`src/rtl/parity_frame_rx.sv`:
```
// parity_frame_rx: serial frame receiver (start, DATA_W data LSB first, parity, stop) with parity/stop checks.
// Define PARITY_ODD_EN for odd parity; default build checks even parity.
module parity_frame_rx #(
    parameter int DATA_W = 8
) (
    input  logic              clk,
    input  logic              rst_n,
    input  logic              bit_in,
    input  logic              bit_valid,
    output logic [DATA_W-1:0] data_out,
    output logic              data_valid,
    output logic              parity_err,
    output logic              frame_err,
    output logic              busy
);
    localparam int CW = $clog2(DATA_W) + 1;
`ifdef PARITY_ODD_EN
    localparam logic PAR_EXP = 1'b1;
`else
    localparam logic PAR_EXP = 1'b0;
`endif

    typedef enum logic [1:0] {IDLE, DATA, PARITY, STOP} state_t;

    state_t            state, state_next;
    logic [CW-1:0]     cnt;
    logic [DATA_W-1:0] shreg;
    logic              par;
    logic              perr;

    always_comb begin
        state_next = state;
        if (bit_valid) begin
            case (state)
                IDLE:    state_next = bit_in ? IDLE : DATA;
                DATA:    state_next = (cnt == CW'(DATA_W - 1)) ? PARITY : DATA;
                PARITY:  state_next = STOP;
                default: state_next = IDLE;
            endcase
        end
    end

    always_ff @(posedge clk or negedge rst_n) begin
        if (!rst_n) begin
            state      <= IDLE;
            cnt        <= '0;
            shreg      <= '0;
            par        <= 1'b0;
            perr       <= 1'b0;
            data_out   <= '0;
            data_valid <= 1'b0;
            parity_err <= 1'b0;
            frame_err  <= 1'b0;
            busy       <= 1'b0;
        end else begin
            state      <= state_next;
            data_valid <= 1'b0;
            busy       <= (state_next != IDLE);
            if (bit_valid) begin
                case (state)
                    IDLE: if (!bit_in) begin
                        cnt   <= '0;
                        shreg <= '0;
                        par   <= 1'b0;
                    end
                    DATA: begin
                        // first data bit ends up at bit 0 after DATA_W shifts
                        shreg <= (shreg >> 1) | (DATA_W'(bit_in) << (DATA_W - 1));
                        par   <= par ^ bit_in;
                        cnt   <= cnt + 1'b1;
                    end
                    PARITY: perr <= ((par ^ bit_in) != PAR_EXP);
                    default: begin
                        data_out   <= shreg;
                        parity_err <= perr;
                        frame_err  <= ~bit_in;
                        data_valid <= 1'b1;
                    end
                endcase
            end
        end
    end
endmodule

```
`config.mk`:
```
export PLATFORM = sky130hd
export DESIGN_NAME = parity_frame_rx
export DESIGN_NICKNAME = d
export VERILOG_FILES = /design/src/rtl/parity_frame_rx.sv
export SDC_FILE = /design/constraint.sdc
export NUM_CORES = 1
export LEC_CHECK = 0
export ABC_AREA = 1
export BUFFER_PORTS_ARGS = -buffer_cell sky130_fd_sc_hd__buf_2
export CAP_MARGIN = 20
export CELL_PAD_IN_SITES_DETAIL_PLACEMENT = 1
export CELL_PAD_IN_SITES_GLOBAL_PLACEMENT = 2
export CORE_UTILIZATION = 37
export CTS_BUF_LIST = sky130_fd_sc_hd__clkbuf_8 sky130_fd_sc_hd__clkbuf_16
export DETAILED_ROUTE_END_ITERATION = 8
export PLACE_DENSITY_LB_ADDON = 0.1
export SLEW_MARGIN = 20
export SYNTH_ARGS = -nofsm -noshare
export SYNTH_HDL_FRONTEND = slang
export SYNTH_SLANG_ARGS = --single-unit
```
`constraint.sdc`:
```
create_clock -name clk -period 3.6 [get_ports clk]
set_clock_uncertainty 0.05 [all_clocks]
set_input_delay 0.36 -clock clk [delete_from_list [all_inputs] [get_ports clk]]
set_output_delay 0.36 -clock clk [all_outputs]
set_load 0.01 [all_outputs]
```
* After elaboration in Yosys (flattened, before gate mapping)
Index checks and enable logic that the tools add are counted.
** Word-level totals
- Bits in registers :: 28
- Input port bits :: 4
- Output and inout bits :: 12
- Logic and storage cells :: 38
** Cells by class
- Add/sub/neg operators :: 1
- Equality and inequality tests :: 4
- Muxes and demuxes :: 12
- Bitwise operators :: 4
- Reductions and logical operators :: 7
** Operator list (number)
- case mux 8 bit (2 select lines) :: 1
- 2-to-1 mux 8 bit :: 1
- bitwise OR 7 x 8 -> 8 bit :: 1
- case mux 4 bit (2 select lines) :: 1
- case mux 2 bit (3 select lines) :: 1
- adder 4 x 1 -> 4 bit (second input constant) :: 1
- == test 4 x 3 -> 1 bit (second input constant) :: 1
- 2-to-1 mux 1 bit :: 4
- 2-to-1 mux 2 bit :: 2
- 2-to-1 mux 4 bit :: 1
- AND reduction 2 bit :: 2
- nonzero test 2 bit :: 2
- AND reduction 3 bit :: 1
- OR reduction 3 bit :: 1
- == test 2 x 1 -> 1 bit (second input constant) :: 1
- == test 2 bit (second input constant) :: 1
- zero test 2 bit :: 1
- inequality test 2 bit (second input constant) :: 1
- NOT 1 bit :: 2
- case mux 1 bit (2 select lines) :: 1
- bitwise XOR 1 bit :: 1

* Logic depth before layout (Yosys ltp)
Gate-level depths: netlist of run 1.
- Depth after elaboration :: 5
- Depth in mapped cells :: 6

* Worst setup path before layout of run 1
Ideal clock, no wire load.
- Path kind :: register -> register
- From :: reg cnt[0]
- To :: reg cnt[2]
- Setup time :: 121 ps
- Arrival time :: 992 ps
- Data required time :: 3429 ps
- Slack :: 2438 ps
- Stages on the path, launching flop included :: 5
- Buffers on the path :: 0
- Clock period less this slack :: 1162 ps
- Cells stage by stage :: dfrtp_1 ha_1 or2_2 nand3_1 o21ai_1
** Between the ends
- Cells in the longest elaborated chain, start to end :: 2
** Ends and longest elaborated chain
- start: declaration :: line 26 : logic [CW-1:0] cnt;
- start signal: assignment :: line 70 : cnt <= cnt + 1'b1;
- adder 4 x 1 -> 4 bit :: line 70
- case mux 4 bit (2 select lines) :: line 60 : case (state)
Every way passes these cells.
A chain may end at the register's enable or synchronous reset.

* Worst setup path after layout of run 1
- From :: reg state[1]
- To :: reg cnt[0]
** Between the ends
- Cells in the longest elaborated chain, start to end :: 3
- Elaborated cells between the ends (all ways) :: 6
** Ends and longest elaborated chain
- start: declaration :: line 25 : state_t state, state_next;
- start signal: assignment :: line 56 : state <= state_next;
- == test 2 x 1 -> 1 bit or zero test 2 bit (tied branches) :: line 60
- nonzero test 2 bit (no source line) or inequality test 2 bit (tied branches)
- AND reduction 3 bit (no source line)
Parallel ways exist; a longest one is shown, timed or not.

==> reports/metrics.yaml, run 1 <==
status: "finished, violations left"
violations: "DRC"
post-synth-top-area-fraction: 0.612
fp.dieArea_um2: 3320
crit_path_start_kind: "flop"
finalSetupTns_ns: 0
ff_latch_area_um2: 701
synth_cell_types: 19
worstSetupPathType: "flop to flop"
numClockSinks: 28
row_count: 19
portBuffers: 15
nets: 140
cp-end-kind: "flop"
relSlewSlack: 0.536
worstPathArrival_ns: 1.57
drive_gt1_frac: 0.201
placed_area_um2: 1230
grt_pass1_wl_mm: 3.84
slew_viol_final: 0
syn_area_um2: 1140
power.share.clock: 0.275
grt_usage: 0.153
drt_iter0_drc: 26
post-cts-setup-buffer-count: 0
synth_nets: 124
dr.pass1.iters: 6
vias: 793
use_met2: 0.251
clock.fmax_mhz: 677
setup_viol: 0
wl_per_cell_um: 12.5
start_util: 0.401
comb_power_share: 0.230
power_density_nw_per_um2: 682
internal-power_mw: 0.624
tritoncts: "done"
syn_inst: 119
cts_hold_repair.buffers: 0
grt_max_degree: 29
p_sw_frac: 0.295
tightest_slew_ns: 0.694
ctsRootBufferMaster: "clkbuf_8"
layout_min_cycle_time_ns: 1.48
nFillCells: 339
crit_fanout: 11
diodes: 0
drv_cap: 0
busiest_layer: "met2"
total_leakage_power_nw: 0.677
cts_buffers: 3
die_h_um: 57.6
stdcell_count: 165
ys_seq_elements: 28
clock_latency_ns: 0.27
fin_area_um2: 1300
p_sw_mw: 0.262
pin_count: 16
yosysWarnings: 0
die_w_um: 57.6
ant_nets: 0
drc: 2
grt_overflow: 0
cts_buffer_depth: 2
h-tree-depth: 1
critical_path_required_ns: 3.70
grt_pass1_vias: 859
seqPwrFrac: 0.495
hold_class: "input pin to async pin"
rsz0062_at_grt: "false"
use_met3: 0.0268
dp_cells: 161
multi_input_area_um2: 344
core_area_um2: 2850
dp.final_hpwl_mm: 1.47
synth_seq_area_share: 0.612
finalHoldViolCount: 0
postCtsResizedCells: 0
ir_worst_vdd_v: 0.000243
use_met1: 0.200
antenna_found_initial: 0
gp_congestion: 0.771
routed_wl_mm: 2.07
clkSlewWorstSetupHoldPaths_ns: 0.09
utilization: 0.455
syn_to_final_growth_pct: 13.3
synth.largest_area_cell: "dfrtp_1"
min_period_over_period: 0.410
synth_area_per_cell_um2: 9.62
synth_area_leaders: "dfrtp_1 (61%), nand2_1 (9.2%), o21ai_1 (5.2%)"
via_per_inst: 4.81
power groups by stage:
| stage | sequential [mW] | clock (mW) | combinational, mW |
|---|---|---|---|
| finish | 0.438 | 0.243 | 0.204 |
| global route | 0.450 | 0.271 | 0.235 |
| CTS | 0.441 | 0.252 | 0.210 |
| detailed placement | 0.447 | 0 | 0.207 |
| global placement | 0.442 | 0 | 0.201 |
| floorplan | 0.464 | 0 | 0.112 |
cells in the mapped netlist:
cell type,count
a21oi_1,1
buf_2,2
buf_6,2
dfrtp_1,28
ha_1,1
inv_1,16
inv_2,2
nand2_1,28
nand2_2,1
nand3_1,7
nand3_2,1
nand4_1,2
nor2_2,3
nor3_1,1
o21ai_0,3
o21ai_1,12
o22ai_1,7
or2_2,1
xor2_1,1
worst max-delay path, cell delays in order, from the launching register on:
cell and delay, ns:
dfrtp_1 0.43, inv_2 0.10, nand3_2 0.22, nand2_2 0.29, inv_2 0.11, nand2_1 0.06, o21ai_0 0.09
flip-flops by register name (all words and copies together) (netlist names):
register    count
busy            1
cnt             4
data_out        8
data_valid      1
frame_err       1
par             1
parity_err      1
perr            1
shreg           8
state           2
placed cells by master (no fill, tap or decap), drive strengths merged, types with 2 or more instances in the layout:
cell type,n
buf,15
clkbuf,3
dfrtp,28
inv,18
nand2,29
nand3,8
nand4,2
nor2,3
o21ai,15
o22ai,7
worst paths after layout:
| path | from | endpoint | slack (ns) | depth (start not counted) |
|---|---|---|---|---|
| worst min register to register | data_out[2]$_DFFE_PN0P_ | data_out[2]$_DFFE_PN0P_ | 0.44 | 2 |
| worst max-delay path | state[1]$_DFF_PN0_ | cnt[0]$_DFFE_PN0P_ | 2.12 | 6 |
| worst max register to register | state[1]$_DFF_PN0_ | cnt[0]$_DFFE_PN0P_ | 2.12 | 6 |
| worst min-delay path | rst_n | data_valid$_DFF_PN0_ | 0.04 | 1 |
| max in group asynchronous | rst_n | shreg[0]$_DFFE_PN0P_ | 3.07 | 1 |
| min in group clk | bit_in | frame_err$_DFFE_PN0P_ | 0.26 | 2 |
metrics by stage:
step	total power, mW	hold WS, ns	setup WS (ns)
after floorplan	0.575	0.0144	2.44
after global placement	0.643	0.360	2.11
after detailed placement	0.653	0.361	2.09
after CTS	0.902	0.0528	2.09
after global routing	0.956	0.0671	1.96
final	0.885	0.0368	2.12
area by class of cell:
class / instances / share of cell area
Timing Repair Buffer: 15 / 0.0579
Clock buffer: 3 / 0.0318
Inverter: 18 / 0.0521
Clock inverter: 1 / 0.0231
Sequential cell: 28 / 0.540
Multi-Input combinational cell: 69 / 0.265
Tap cell: 31 / 0.0299
layer usage:
layer | up-vias | routed length (um)
li1 | 417 | -
met1 | 364 | 975
met2 | 10 | 1040
met3 | 2 | 43
met4 | 0 | 13
met5 | - | 0
cell families (layout without fill, tap and decap cells):
logic type / count (synthesis) / count (layout) / share of synthesized area
AND/OR/NAND/NOR: 44 / 44 / 0.174
flip-flops: 28 / 28 / 0.612
AO/OA/AOI/OAI: 23 / 23 / 0.108
buffers and inverters: 22 / 37 / 0.0874
adder cells (fa/ha/maj): 1 / 1 / 0.0109
XOR/XNOR: 1 / 1 / 0.00765
(Power assumes the default switching activity.)
==> run 2: changes to the inputs <==
--- a/config.mk
+++ b/config.mk
@@ -10,7 +10,7 @@
 export CAP_MARGIN = 20
 export CELL_PAD_IN_SITES_DETAIL_PLACEMENT = 1
 export CELL_PAD_IN_SITES_GLOBAL_PLACEMENT = 2
-export CORE_UTILIZATION = 37
+export CORE_UTILIZATION = 34
 export CTS_BUF_LIST = sky130_fd_sc_hd__clkbuf_8 sky130_fd_sc_hd__clkbuf_16
 export DETAILED_ROUTE_END_ITERATION = 8
 export PLACE_DENSITY_LB_ADDON = 0.1
==> constraint.sdc (replaced) <==
create_clock -name clk -period 1.5 [get_ports clk]
set_clock_uncertainty 0.05 [all_clocks]
set_input_delay 0.15 -clock clk [delete_from_list [all_inputs] [get_ports clk]]
set_output_delay 0.15 -clock clk [all_outputs]
set_load 0.01 [all_outputs]
==> run 2 against run 1 <==
- the run now ends clean
- global-route usage decreased by 0.72 points
- clock power grew 62%
- combinational power rose by 150%
- routed wire length increased by 3.0%
==> reports/metrics.yaml, run 2 (same netlist as run 1, synthesis figures left out) <==
clock.fmax_mhz: 821  # was 677 MHz
tritoncts: "done"  # unchanged
worstSetupPathType: "flop to flop"  # unchanged
slew_viol_final: 0  # unchanged
die_h_um: 60.0  # was 57.6 um
clkSlewWorstSetupHoldPaths_ns: 0.09  # about the same
cts_hold_repair.buffers: 1  # was 0
syn_to_final_growth_pct: 14.3  # was 13.3%
rsz0062_at_grt: "false"  # unchanged
crit_fanout: 11  # unchanged
nets: 143  # was 140
total_leakage_power_nw: 0.676  # was 0.677 nW
h-tree-depth: 1  # unchanged
via_per_inst: 4.66  # was 4.81
layout_min_cycle_time_ns: 1.22  # was 1.48 ns
ant_nets: 0  # unchanged
drc: 0  # was 2
ir_worst_vdd_v: 0.000417  # was 0.000243 V
ctsRootBufferMaster: "clkbuf_8"  # unchanged
row_count: 20  # was 19
tightest_slew_ns: 0.615  # was 0.694 ns
core_area_um2: 3130  # was 2850 um^2
numClockSinks: 28  # unchanged
final_cell_mix: "nand2_1 (28), dfrtp_1 (28), inv_1 (16)"  # unchanged
drive_gt1_frac: 0.206  # was 0.201
min_period_over_period: 0.813  # was 0.410
finalSetupTns_ns: 0  # unchanged
critical_path_required_ns: 1.60  # was 3.70 ns
power_density_nw_per_um2: 1480  # was 682 nW/um^2
drv_cap: 0  # unchanged
grt_overflow: 0  # unchanged
top_regs: "data_out (8), shreg (8), cnt (4)"  # unchanged
hold_class: "input pin to flop"  # was input pin to async pin
post-cts-setup-buffer-count: 0  # unchanged
start_util: 0.366  # was 0.401
portBuffers: 15  # unchanged
finalHoldViolCount: 0  # unchanged
grt_max_degree: 29  # unchanged
grt_pass1_wl_mm: 3.74  # was 3.84 mm
antenna_found_initial: 0  # unchanged
drt_iter0_drc: 25  # was 26
cts_buffer_depth: 2  # unchanged
grt_usage: 0.145  # was 0.153
fp.dieArea_um2: 3600  # was 3320 um^2
cts_buffers: 3  # unchanged
clock_latency_ns: 0.26  # was 0.27 ns
grt_pass1_vias: 813  # was 859
relSlewSlack: 0.590  # was 0.536
setup_viol: 0  # unchanged
dp.final_hpwl_mm: 1.54  # was 1.47 mm
die_w_um: 60.0  # was 57.6 um
postCtsResizedCells: 0  # unchanged
dr.pass1.iters: 4  # was 6
crit_path_start_kind: "flop"  # unchanged
routed_wl_mm: 2.13  # was 2.07 mm
wl_per_cell_um: 11.8  # was 12.5 um
status: "finished, final reports clean"  # was finished, violations left
diodes: 0  # unchanged
nFillCells: 374  # was 339
worstPathArrival_ns: 1.32  # was 1.57 ns
gp_congestion: 0.762  # was 0.771
cp-end-kind: "flop"  # unchanged
pin_count: 16  # unchanged
vias: 839  # was 793
hold_ws_ns: 0.0664  # was 0.0368 ns
run 2: cell types whose count changed in the layout (fill, tap and decap cells not counted), sizes merged:
cell | previous run | this run
dlygate4sd3 | 0 | 1
bufinv | 1 | 0
buf | 15 | 17
run 2: path summary, 6_finish.rpt:
path / slack [ns] / endpoint / cells after the start / from
worst max-delay path: 0.28 / cnt[0]$_DFFE_PN0P_ / 6 / state[1]$_DFF_PN0_
worst min-delay path: 0.07 / frame_err$_DFFE_PN0P_ / 2 / bit_in
worst max register to register: 0.28 / cnt[0]$_DFFE_PN0P_ / 6 / state[1]$_DFF_PN0_
worst min register to register: 0.44 / data_out[5]$_DFFE_PN0P_ / 2 / data_out[5]$_DFFE_PN0P_
max in group asynchronous: 0.63 / shreg[4]$_DFFE_PN0P_ / 2 / rst_n
min in group asynchronous: 0.37 / data_out[6]$_DFFE_PN0P_ / 2 / rst_n
run 2: cell type report:
class / instances / area (um^2) / share of cell area
Inverter: 18 / 67.6 / 0.0516
Sequential cell: 28 / 701 / 0.535
Clock buffer: 3 / 41.3 / 0.0315
Tap cell: 44 / 55.1 / 0.0421
Timing Repair Buffer: 18 / 100 / 0.0765
Multi-Input combinational cell: 69 / 344 / 0.263
run 2: per-stage QoR:
step | utilization | cell area, um^2 | power, mW | cells | setup WS, ns
final | 0.418 | 1310 | 1.94 | 180 | 0.281
after global routing | 0.418 | 1310 | 2.10 | 180 | 0.161
after CTS | 0.418 | 1310 | 1.99 | 180 | 0.261
after detailed placement | 0.402 | 1260 | 1.58 | 176 | 0.284
after global placement | 0.402 | 1260 | 1.55 | 176 | 0.317
after floorplan | - | 1140 | 1.38 | 119 | 0.338
run 2: worst max-delay path, stage by stage, from the launching register on:
cell	delay, ns
dfrtp_1	0.43
inv_2	0.11
nand3_2	0.08
nand2_2	0.20
inv_2	0.10
nand2_1	0.06
o21ai_0	0.07
run 2: per-layer routing:
metal / part of all wire / GRT usage / wire, um
met3: 0.021 / 0.0260 / 45
met4: 0.0084 / 0.0698 / 18
met1: 0.46 / 0.186 / 988
met2: 0.51 / 0.237 / 1080
met5: 0 / 0 / 0
run 2: report_power, final:
part / internal, mW / switching, mW
registers: 0.943 / 0.108
logic: 0.206 / 0.294
clock network: 0.180 / 0.213
